**src/rtl/fifo_wr_arbiter.sv**
```systemverilog
// fifo_wr_arbiter
//   Round-robin arbiter sharing one FIFO write port among NUM_REQ producers
//   in the write-clock domain. Grants bursts of up to MAX_BURST beats and
//   issues at most one write every two cycles. The cycle after each write
//   (GAP) has w_en low, so the FIFO's full flag has settled before the next
//   write is decided. Because of this, the FIFO cannot overflow.
//
// Ports
//   wclk, wrst_n : write clock, async active-low reset
//   req_valid    : per-requester request, held with req_data until acked
//   req_data     : requester i at [i*DATA_WIDTH +: DATA_WIDTH]
//   req_ack      : one-hot beat-accepted pulse, coincident with w_en
//   full         : FIFO full flag (wclk domain)
//   w_en/data_in : registered FIFO write port
//   owner        : index of the current grant holder
//   busy         : grant held (ISSUE or GAP)
module fifo_wr_arbiter #(
    parameter int DATA_WIDTH = 8,
    parameter int NUM_REQ    = 4,
    parameter int MAX_BURST  = 4,
    localparam int OW        = (NUM_REQ > 1) ? $clog2(NUM_REQ) : 1
) (
    input  logic                          wclk,
    input  logic                          wrst_n,
    input  logic [NUM_REQ-1:0]            req_valid,
    input  logic [NUM_REQ*DATA_WIDTH-1:0] req_data,
    output logic [NUM_REQ-1:0]            req_ack,
    input  logic                          full,
    output logic                          w_en,
    output logic [DATA_WIDTH-1:0]         data_in,
    output logic [OW-1:0]                 owner,
    output logic                          busy
);

    typedef enum logic [1:0] {IDLE, ISSUE, GAP} state_t;

    localparam int BW = 8;

    state_t                  state, state_d;
    logic [OW-1:0]           rr_ptr, rr_ptr_d;
    logic [BW-1:0]           beat_cnt, beat_cnt_d;
    logic [NUM_REQ-1:0]      req_ack_d;
    logic                    w_en_d, busy_d;
    logic [DATA_WIDTH-1:0]   data_in_d;
    logic [OW-1:0]           owner_d;

    logic                    win_vld;
    logic [OW-1:0]           win;
    logic [OW-1:0]           owner_nxt;

    // First valid index at or after rr_ptr, scanning cyclically.
    always_comb begin
        win_vld = 1'b0;
        win     = '0;
        for (int k = 0; k < NUM_REQ; k++) begin
            logic [OW:0] j;
            j = {1'b0, rr_ptr} + (OW+1)'(k);
            if (j >= (OW+1)'(NUM_REQ)) j = j - (OW+1)'(NUM_REQ);
            if (!win_vld && req_valid[j]) begin
                win_vld = 1'b1;
                win     = j[OW-1:0];
            end
        end
    end

    // The requester after the releasing owner gets top priority next round.
    assign owner_nxt = (owner == OW'(NUM_REQ-1)) ? '0 : owner + 1'b1;

    always_comb begin
        state_d    = state;
        w_en_d     = 1'b0;
        req_ack_d  = '0;
        data_in_d  = '0;
        owner_d    = owner;
        busy_d     = busy;
        rr_ptr_d   = rr_ptr;
        beat_cnt_d = beat_cnt;
        case (state)
            IDLE: begin
                busy_d = 1'b0;
                if (win_vld && !full) begin
                    data_in_d      = req_data[win*DATA_WIDTH +: DATA_WIDTH];
                    w_en_d         = 1'b1;
                    req_ack_d[win] = 1'b1;
                    owner_d        = win;
                    beat_cnt_d     = BW'(1);
                    busy_d         = 1'b1;
                    state_d        = ISSUE;
                end
            end
            ISSUE: begin
                state_d = GAP;
            end
            GAP: begin
                // full here already reflects the write closed by ISSUE.
                if (req_valid[owner] && beat_cnt < BW'(MAX_BURST) && !full) begin
                    data_in_d        = req_data[owner*DATA_WIDTH +: DATA_WIDTH];
                    w_en_d           = 1'b1;
                    req_ack_d[owner] = 1'b1;
                    beat_cnt_d       = beat_cnt + 1'b1;
                    state_d          = ISSUE;
                end else begin
                    rr_ptr_d = owner_nxt;
                    busy_d   = 1'b0;
                    state_d  = IDLE;
                end
            end
            default: begin
                busy_d  = 1'b0;
                state_d = IDLE;
            end
        endcase
    end

    always_ff @(posedge wclk or negedge wrst_n) begin
        if (!wrst_n) begin
            state    <= IDLE;
            w_en     <= 1'b0;
            data_in  <= '0;
            req_ack  <= '0;
            owner    <= '0;
            busy     <= 1'b0;
            rr_ptr   <= '0;
            beat_cnt <= '0;
        end else begin
            state    <= state_d;
            w_en     <= w_en_d;
            data_in  <= data_in_d;
            req_ack  <= req_ack_d;
            owner    <= owner_d;
            busy     <= busy_d;
            rr_ptr   <= rr_ptr_d;
            beat_cnt <= beat_cnt_d;
        end
    end

endmodule

```
**config.mk**
```make
export PLATFORM = sky130hd
export DESIGN_NAME = fifo_wr_arbiter
export DESIGN_NICKNAME = d
export VERILOG_FILES = /design/src/rtl/fifo_wr_arbiter.sv
export SDC_FILE = /design/constraint.sdc
export NUM_CORES = 1
export LEC_CHECK = 0
export CAP_MARGIN = 40
export CORE_MARGIN = 2
export CORE_UTILIZATION = 49
export CTS_BUF_LIST = sky130_fd_sc_hd__clkbuf_16
export DETAILED_ROUTE_END_ITERATION = 6
export PLACE_DENSITY_LB_ADDON = 0.15
export SYNTH_ARGS = -nofsm -noshare
export SYNTH_HDL_FRONTEND = slang
export SYNTH_SLANG_ARGS = --single-unit
```
**constraint.sdc**
```tcl
create_clock -name wclk -period 3.1 [get_ports wclk]
set_clock_uncertainty 0.2 [all_clocks]
set_input_delay 0.31 -clock wclk [delete_from_list [all_inputs] [get_ports wclk]]
set_output_delay 0.31 -clock wclk [all_outputs]
set_load 0.02 [all_outputs]
```
## Word-level counts from Yosys, hierarchy flattened

Index checks and enable logic that the tools add are counted.

| storage, ports and cells | value |
|---|---|
| register bits after elaboration | 28 |
| output and inout bits | 16 |
| memories | 0 |
| bits in read-only memories | 0 |
| bits in latches | 0 |
| RAM bits | 0 |

| operators by class | value |
|---|---|
| multiply operators | 0 |
| divide/modulo/power cells | 0 |
| $add $sub $neg | 9 |
| equality and inequality tests | 6 |
| reduce and logical (&&, ||, !) cells | 18 |
| shifts and indexed selects | 2 |
| bitwise operators | 2 |
| muxes and demuxes | 44 |
| magnitude comparators | 13 |

Operator list:

| cell | count |
|---|---|
| $shiftx A32 B6 Y8 | 2 |
| $mux W8 | 4 |
| $pmux W8 S2 | 2 |
| $mux W1 | 15 |
| $lt A3 B3 Y1 const B | 4 |
| $mux W2 | 6 |
| $mux W3 | 4 |
| $bmux W1 S2 | 5 |
| $ge A3 B3 Y1 const B | 3 |
| $sub A3 B3 Y3 const B | 3 |
| $add A8 B1 Y8 const B | 1 |
| $logic_and A1 B1 Y1 | 8 |
| $lt A8 B3 Y1 const B | 1 |
| $mux W4 | 2 |
| $pmux W4 S2 | 1 |
| $add A2 B2 Y3 const B | 2 |
| $lt A2 B3 Y1 const B | 2 |
| $ne A2 B2 Y1 const B | 3 |
| $pmux W2 S3 | 1 |
| $reduce_and A2 Y1 | 3 |
| $demux W1 S2 | 2 |
| $eq A2 B2 Y1 const B | 2 |
| $ge A2 B1 Y1 const B | 2 |
| $logic_not A1 Y1 | 4 |
| other kinds (11) | 12 |

## Longest topological paths before layout

Gate-level depths: netlist of run 1.

| depth | value |
|---|---|
| depth in word-level cells | 20 |
| depth in mapped cells | 8 |

## Least setup slack after synthesis of run 1

OpenSTA, ideal clock, no wires.

| timing path | value |
|---|---|
| kind | register to register |
| start | reg owner[0] |
| end | reg data_in[2] |
| data required time | 2.758 ns |
| cell stages (with the launch flop) | 8 |
| setup slack | 1.019 ns |
| clock period less this slack | 2.081 ns |
| arrival time | 1.739 ns |
| cell sequence | dfrtp_1 mux4_2 and3_4 and3b_1 buf_6 buf_6 nand2_1 o221ai_1 |

| on the way | value |
|---|---|
| longest elaborated chain between the ends | 6 |

RTL lines:

| what | RTL line | RTL |
|---|---|---|
| start: declaration | 31 | `output logic [OW-1:0] owner,` |
| start signal: assignment | 130 | `owner <= owner_d;` |
| parallel branches: the longest is 4 deep, another holds $shiftx A32 B6 Y8 | n/a |  |
| $mux W8 (*) | 96 | `if (req_valid[owner] && beat_cnt < BW'(MAX_BURST) && !full) begin` |
| $pmux W8 S2 (*) | 78 | `case (state)` |
| named net data_in_d[2] | 44 | `logic [DATA_WIDTH-1:0] data_in_d;` |
| end signal: assignment | 128 | `data_in <= data_in_d;` |
| end: declaration | 30 | `output logic [DATA_WIDTH-1:0] data_in,` |

Mark *: on every way through the listed nets, which the timed path passes. The select of a mux whose other input is x is not followed.
A chain may end at the register's enable or synchronous reset.

## Final worst setup path of run 1

| timing path | value |
|---|---|
| start | in req_valid[2] |
| end | reg data_in[4] |

| on the way | value |
|---|---|
| longest elaborated chain between the ends | 15 |

RTL lines:

| what | RTL line | RTL |
|---|---|---|
| start: declaration | 25 | `input logic [NUM_REQ-1:0] req_valid,` |
| $bmux W1 S2 | 59 | `if (!win_vld && req_valid[j]) begin` |
| $mux W1 (implied by the code) | 59 |  |
| $mux W1 | 59 |  |
| $logic_not A1 Y1 | 59 |  |
| $logic_and A1 B1 Y1 | 59 |  |
| $mux W1 | 59 |  |
| $logic_not A1 Y1 | 59 |  |
| $logic_and A1 B1 Y1 | 59 |  |
| $mux W1 | 59 |  |
| $logic_not A1 Y1 | 59 |  |
| $logic_and A1 B1 Y1 | 59 |  |
| $mux W2 / $mux W1 (equally long branches) | 59 |  |
| $shiftx A32 B6 Y8 / $logic_and A1 B1 Y1 (equally long branches) | 82, 81 |  |
| $mux W8 | 81 | `if (win_vld && !full) begin` |
| $pmux W8 S2 (*) | 78 |  |
| named net data_in_d[4] | 44 |  |

The timed path passes the listed nets; every way through them passes the cells marked *. The select of a mux whose other input is x is not followed.

==> results of run 1 <==
[worst max-delay path: stages]
cell	delay [ns]
clkdlybuf4s50_1	0.60
nor4_1	0.11
nor4_2	0.55
nand2_1	0.41
o221ai_1	0.29
[cell families (layout without fill, tap and decap cells)]
| group | Yosys count | count (layout) | synth area share (%) |
|---|---|---|---|
| compound gates | 26 | 26 | 11.3 |
| fa+ha+maj | 5 | 5 | 3.85 |
| buf+inv | 9 | 64 | 4.62 |
| flops | 28 | 28 | 43.1 |
| mux | 26 | 26 | 23.0 |
| simple gates | 42 | 42 | 14.1 |
[final timing paths]
path,startpoint,depth (start not counted),end
hold / removal,wrst_n,2,req_ack[1]
max in group asynchronous,wrst_n,2,data_in[0]
setup reg to reg,rr_ptr[1],6,data_in[5]
setup / recovery,req_valid[2],5,data_in[4]
hold reg to reg,beat_cnt[6],1,beat_cnt[6]
min in group wclk,beat_cnt[6],1,beat_cnt[6]
[layout make-up]
| cell class | instances | area [um^2] | share of cell area [%] |
|---|---|---|---|
| Tap cell | 44 | 55.1 | 2.42 |
| Timing Repair Buffer | 58 | 571 | 25.1 |
| Inverter | 3 | 11.3 | 0.495 |
| Sequential cell | 28 | 701 | 30.8 |
| Clock buffer | 3 | 75.1 | 3.30 |
| Multi-Input combinational cell | 99 | 861 | 37.9 |
[synth_stat cells, drive strengths merged]
library cell,n
nand4b,1
a311oi,1
buf,6
or2,2
ha,5
and3b,1
o21ai,10
o221ai,8
mux2,1
inv,3
nor2b,2
and3,1
and2,5
nor2,4
mux2i,16
nor4,3
mux4,9
o21a,1
a21o,1
a21oi,3
or4,1
dfrtp,28
a221oi,1
a221o,1
nor3b,1
nor3,2
nand2,18
nand2b,1
[metrics by stage]
stage | hold WS, ns | cells
floorplan | -0.186 | 136
global placement | 0.271 | 232
detailed placement | 0.273 | 232
CTS | 0.247 | 235
global route | 0.272 | 235
finish | 0.230 | 235
[power groups by stage]
stage | Sequential [W] | Clock (W) | Combinational, W
floorplan | 0.000652 | 0 | 0.000522
global route | 0.000572 | 0.000296 | 0.00101
finish | 0.000561 | 0.000283 | 0.000938
detailed placement | 0.000564 | 0 | 0.000941
CTS | 0.000560 | 0.000284 | 0.000945
global placement | 0.000562 | 0 | 0.000910
[metal layers]
metal,share of wire (%),vias up
met2,51,42
met1,43,662
li1,-,627
met5,0,-
met3,4.7,5
met4,0.91,0
[flip-flops by register name (all words and copies together) (netlist names)]
| name | cells |
|---|---|
| owner | 2 |
| busy | 1 |
| w_en | 1 |
| rr_ptr | 2 |
| data_in | 8 |
| beat_cnt | 8 |
| req_ack | 4 |
| state | 2 |
==> tab_implementation.tex, run 1 <==
\begin{tabular}{lr}
\hline
Metric & Value \\
\hline
\multicolumn{2}{l}{\textbf{Drt}} \\
Via count of the routed design & 1,336 \\
DRC errors left & 0 \\
1st-iter DRT viols & 59 \\
Routed Wire Length & 3.74 mm \\
Antenna viol nets, final & 0 \\
Wirelength per Cell & 15.9 um \\
Detailed-router iteration count before antenna repair & 4 \\
Number of vias per cell after detailed routing & 5.69 \\
\multicolumn{2}{l}{\textbf{Pwr}} \\
Share of power burned in the clock network & 15.9\% \\
Peak supply drop & 413 uV \\
Leakage power & 0.967 nW \\
Combinational group share of total power & 52.7\% \\
Reported net switching power & 0.000660 W \\
Switch share & 37.1\% \\
Share of total power in sequential cells & 31.5\% \\
Final Total Pwr & 0.00178 W \\
Power Dens Cells & 784 mW/mm\^{}2 \\
Internal power & 0.00112 W \\
\multicolumn{2}{l}{\textbf{CTS}} \\
Maximum buffer depth of the clock tree & 2 \\
Root buffer cell & clkbuf\_16 \\
TritonCTS Buffers & 3 \\
Number of gates given a new drive strength after cts & 0 \\
Sinks on Clock Net & 28 \\
Hold Buf Count CTS & 0 \\
CTS clk-pin slew, worst paths & 0.06 ns \\
Number of H-tree levels & 1 \\
Number of buffers added for setup after CTS & 0 \\
Clk\_lat worst skew & 0.26 ns \\
Clock tree from TritonCTS & done \\
\multicolumn{2}{l}{\textbf{Yosys}} \\
Post-synthesis sequential element count & 28 \\
Cell variety after synth & 32 \\
Mean instance size in the synthesized netlist & 12.0 um\^{}2 \\
Count of mapped cells out of synthesis & 136 \\
Share of the synthesized area in the top cell type & 43.1\% \\
Top cells by area, synth & dfrtp\_1, mux4\_2, mux2i\_1 \\
Leading area contributor after synthesis & dfrtp\_1 \\
Post-synthesis instance area & 0.00163 mm\^{}2 \\
Sequential cell area fraction in the yosys report & 43.1\% \\
Count of warnings emitted by yosys & 0 \\
Mapped Nets & 180 \\
\multicolumn{2}{l}{\textbf{Layout}} \\
Fill cell total of the finished layout & 239 \\
Commonest non-fill, non-tap cell in the layout & clkdlybuf4s50\_1 \\
Antenna cells & 0 \\
Final design instance area without fill & 0.00227 mm\^{}2 \\
Final cell utilization of the core & 73.3\% \\
Number of nets in the final layout & 237 \\
Highest-count cells in the layout ignoring fill and taps & clkdlybuf4s50\_1, dfrtp\_1, nand2\_1 \\
Area growth from synthesis to final layout & 39.9\% \\
Fraction of final layout cells sized beyond drive strength 1 & 10.5\% \\
\multicolumn{2}{l}{\textbf{Floorplanning}} \\
Area of the core & 0.00310 mm\^{}2 \\
Starting density of the core & 52.4\% \\
Boundary Pins & 55 \\
Full die area & 0.00379 mm\^{}2 \\
Die Y-Extent & 61.6 um \\
X dimension of the die & 61.6 um \\
Number of placement rows & 20 \\
\multicolumn{2}{l}{\textbf{Timing}} \\
Post-route clock period utilization & 74.3\% \\
Worst relative slew slack & 51.3\% \\
Setup repair after global routing missed its margin & false \\
Final critical-path setup slack & 0.796 ns \\
Final-layout setup total negative slack & 0 ns \\
Minimum clock period after layout & 2.30 ns \\
Maximum operating frequency & 434 MHz \\
Transition time at the pin with the least slew margin & 0.725 ns \\
Endpoints failing hold & 0 \\
Setup violators final & 0 \\
Max Transition Viols Final & 0 \\
\multicolumn{2}{l}{\textbf{Setup path}} \\
Worst Path Required & 3.07 ns \\
Crit path launch type & primary input \\
Max Fanout on Critical Path & 10 \\
Arrival time of the worst setup path & 2.27 ns \\
Minimum setup slack among reg-to-reg paths & 0.88 ns \\
Kind of end point of the critical path & flop \\
Critical setup path kind & in2reg \\
\multicolumn{2}{l}{\textbf{Placed design}} \\
Instance area at placement & 0.00220 mm\^{}2 \\
Worst slack at placement & 0.554 ns \\
Estimated wirelength of the detail-placed design & 2.87 mm \\
Number of port buffers & 54 \\
Final GP Congestion & 0.818 \\
\multicolumn{2}{l}{\textbf{Global route}} \\
Number of antenna violations at the first check in global routing & 0 \\
Met1 usage in global routing & 27.5\% \\
Maximum number of pins on one net before global-route repair & 29 \\
Global route overflow & 0 \\
First-pass GRT wire length & 6.11 mm \\
Most used routing layer in global routing & met2 \\
Met2 Track Usage GR & 39.8\% \\
Overall Global Routing Usage & 22.3\% \\
Number of global-route vias before repair & 1,375 \\
Met3 capacity usage during global routing & 3.78\% \\
\multicolumn{2}{l}{\textbf{Run status}} \\
Run status & completed \\
\multicolumn{2}{l}{\textbf{Hold path}} \\
Type of the tightest min-delay check & in2async \\
\multicolumn{2}{l}{\textbf{Job}} \\
Max-cap violations & 0 \\
\hline
\end{tabular}
Note: power is estimated with default switching activity, not from simulation.
==> run 2, diff against run 1 <==
--- a/config.mk
+++ b/config.mk
@@ -7,7 +7,7 @@
 export LEC_CHECK = 0
 export CAP_MARGIN = 40
 export CORE_MARGIN = 2
-export CORE_UTILIZATION = 49
+export CORE_UTILIZATION = 45
 export CTS_BUF_LIST = sky130_fd_sc_hd__clkbuf_16
 export DETAILED_ROUTE_END_ITERATION = 6
 export PLACE_DENSITY_LB_ADDON = 0.15
==> constraint.sdc (replaced) <==
create_clock -name wclk -period 2.4 [get_ports wclk]
set_clock_uncertainty 0.2 [all_clocks]
set_input_delay 0.24 -clock wclk [delete_from_list [all_inputs] [get_ports wclk]]
set_output_delay 0.24 -clock wclk [all_outputs]
set_load 0.02 [all_outputs]
==> tab_implementation.tex, run 2 (synthesis gave the netlist of run 1 again) <==
\begin{tabular}{lr}
\hline
Metric & Value \\
\hline
\multicolumn{2}{l}{\textbf{CTS}} \\
Clock tree from TritonCTS & done \\
Number of gates given a new drive strength after cts & 0 (unchanged) \\
TritonCTS Buffers & 3 (unchanged) \\
Number of H-tree levels & 1 (unchanged) \\
Hold Buf Count CTS & 0 (unchanged) \\
Number of buffers added for setup after CTS & 0 (unchanged) \\
Clk\_lat worst skew & 0.26 ns (about the same) \\
Sinks on Clock Net & 28 (unchanged) \\
Maximum buffer depth of the clock tree & 2 (unchanged) \\
Root buffer cell & clkbuf\_16 \\
CTS clk-pin slew, worst paths & 0.07 ns (about the same) \\
\multicolumn{2}{l}{\textbf{Floorplanning}} \\
Full die area & 0.00411 mm\^{}2 (+8.3\%) \\
Area of the core & 0.00342 mm\^{}2 (+10\%) \\
Die Y-Extent & 64.1 um (+4.1\%) \\
Boundary Pins & 55 (unchanged) \\
X dimension of the die & 64.1 um (+4.1\%) \\
Starting density of the core & 47.6\% (-4.8 points) \\
Number of placement rows & 21 (+5.0\%) \\
\multicolumn{2}{l}{\textbf{Timing}} \\
Minimum clock period after layout & 2.15 ns \\
Setup violators final & 0 (unchanged) \\
Transition time at the pin with the least slew margin & 0.480 ns (-0.245 ns) \\
Max Transition Viols Final & 0 (unchanged) \\
Post-route clock period utilization & 89.6\% \\
Maximum operating frequency & 465 MHz \\
Endpoints failing hold & 0 (unchanged) \\
Setup repair after global routing missed its margin & false \\
Worst relative slew slack & 67.7\% (+16 points) \\
Final critical-path setup slack & 0.249 ns (-0.547 ns) \\
\multicolumn{2}{l}{\textbf{Layout}} \\
Fraction of final layout cells sized beyond drive strength 1 & 12.4\% (+1.9 points) \\
Largest registers & beat\_cnt x8, data\_in x8, req\_ack x4 \\
Antenna cells & 0 (unchanged) \\
Number of nets in the final layout & 239 (+0.84\%) \\
Area growth from synthesis to final layout & 43.6\% \\
Final cell utilization of the core & 68.4\% (-4.9 points) \\
Highest-count cells in the layout ignoring fill and taps & clkdlybuf4s50\_1, dfrtp\_1, nand2\_1 \\
Final design instance area without fill & 0.00233 mm\^{}2 (+2.7\%) \\
Commonest non-fill, non-tap cell in the layout & clkdlybuf4s50\_1 \\
\multicolumn{2}{l}{\textbf{Drt}} \\
Wirelength per Cell & 17.5 um (+9.8\%) \\
DRC errors left & 0 (unchanged) \\
Via count of the routed design & 1,386 (+3.7\%) \\
Antenna viol nets, final & 0 (unchanged) \\
Detailed-router iteration count before antenna repair & 4 (unchanged) \\
Routed Wire Length & 4.19 mm (+12\%) \\
1st-iter DRT viols & 61 (+3.4\%) \\
Number of vias per cell after detailed routing & 5.78 (+1.6\%) \\
\multicolumn{2}{l}{\textbf{Setup path}} \\
Worst Path Required & 2.37 ns (-0.70 ns) \\
Kind of end point of the critical path & flop \\
Crit path launch type & primary input \\
Critical setup path kind & in2reg \\
Arrival time of the worst setup path & 2.12 ns (-0.15 ns) \\
Max Fanout on Critical Path & 10 (unchanged) \\
\multicolumn{2}{l}{\textbf{Global route}} \\
Most used routing layer in global routing & met2 \\
Met1 usage in global routing & 27.0\% (-0.46 points) \\
Met3 capacity usage during global routing & 2.11\% (-1.7 points) \\
Number of global-route vias before repair & 1,503 (+9.3\%) \\
Maximum number of pins on one net before global-route repair & 29 (unchanged) \\
Overall Global Routing Usage & 22.0\% (-0.31 points) \\
Met2 Track Usage GR & 40.2\% (+0.38 points) \\
Number of antenna violations at the first check in global routing & 0 (unchanged) \\
Global route overflow & 0 (unchanged) \\
First-pass GRT wire length & 7.02 mm (+15\%) \\
\multicolumn{2}{l}{\textbf{Placed design}} \\
Number of port buffers & 54 (unchanged) \\
Worst slack at placement & -0.0467 ns (-0.600 ns) \\
Estimated wirelength of the detail-placed design & 2.95 mm (+2.7\%) \\
Instance area at placement & 0.00223 mm\^{}2 (+1.4\%) \\
Final GP Congestion & 0.814 (-0.56\%) \\
\multicolumn{2}{l}{\textbf{Hold path}} \\
Type of the tightest min-delay check & in2async \\
\multicolumn{2}{l}{\textbf{Job}} \\
Max-cap violations & 0 (unchanged) \\
\multicolumn{2}{l}{\textbf{Run status}} \\
Run status & completed \\
\multicolumn{2}{l}{\textbf{Pwr}} \\
Leakage power & 0.995 nW (+2.9\%) \\
Peak supply drop & 409 uV (-0.95\%) \\
Power Dens Cells & 1060 mW/mm\^{}2 (+35\%) \\
\hline
\end{tabular}
-- run 2: cell count changes in the layout (fill, tap and decap cells not counted) --
cell	change
buf_12	+1
bufinv_16	+1
and3b_1	-1
buf_4	+1
and3b_2	+1
-- run 2: path summary, 6_finish.rpt --
check                      slack [ns]  depth (start not counted)          end          from
setup / recovery                 0.25                          6   data_in[7]  req_valid[3]
hold / removal                   0.15                          2   req_ack[1]        wrst_n
setup reg to reg                 0.26                          5   data_in[7]     rr_ptr[1]
hold reg to reg                  0.29                          1  beat_cnt[3]   beat_cnt[3]
max in group asynchronous        1.59                          2    rr_ptr[0]        wrst_n
min in group wclk                0.29                          1  beat_cnt[3]   beat_cnt[3]
-- run 2: layout make-up --
type	count	area [um^2]
repair buffers	60	598
multi-input cells	99	862
clock inverters	1	30.0
well taps	46	57.6
clock buffers	3	75.1
fillers	256	1080
inverters	3	11.3
flip-flops and latches	28	701
-- run 2: routing by layer --
metal  up-vias  share of wire (%)
met2        58                 54
met5         -                  0
li1        633                  -
met4         0                1.8
met3         7                4.9
met1       688                 39
-- run 2: stage by stage --
step / total power [W] / hold WS, ns / std cells / setup TNS, ns
detailed placement: 0.00197 / 0.276 / 236 / -0.158
global placement: 0.00194 / 0.270 / 236 / 0
finish: 0.00248 / 0.152 / 240 / 0
CTS: 0.00249 / 0.171 / 240 / 0
global route: 0.00261 / 0.192 / 240 / 0
floorplan: 0.00152 / -0.256 / 136 / 0
-- run 2: critical path, stage by stage --
cell and delay [ns]:
clkdlybuf4s50_1 0.58, nor2b_1 0.11, a21o_1 0.20, a221oi_1 0.33, nand2_1 0.35, o221ai_1 0.30
-- run 2: power breakdown --
group / internal, W / switching (W) / leakage, nW / total (W)
clock network: 0.000332 / 0.000162 / 0.0511 / 0.000494
logic: 0.000630 / 0.000624 / 0.575 / 0.00125
registers: 0.000621 / 0.000106 / 0.369 / 0.000728
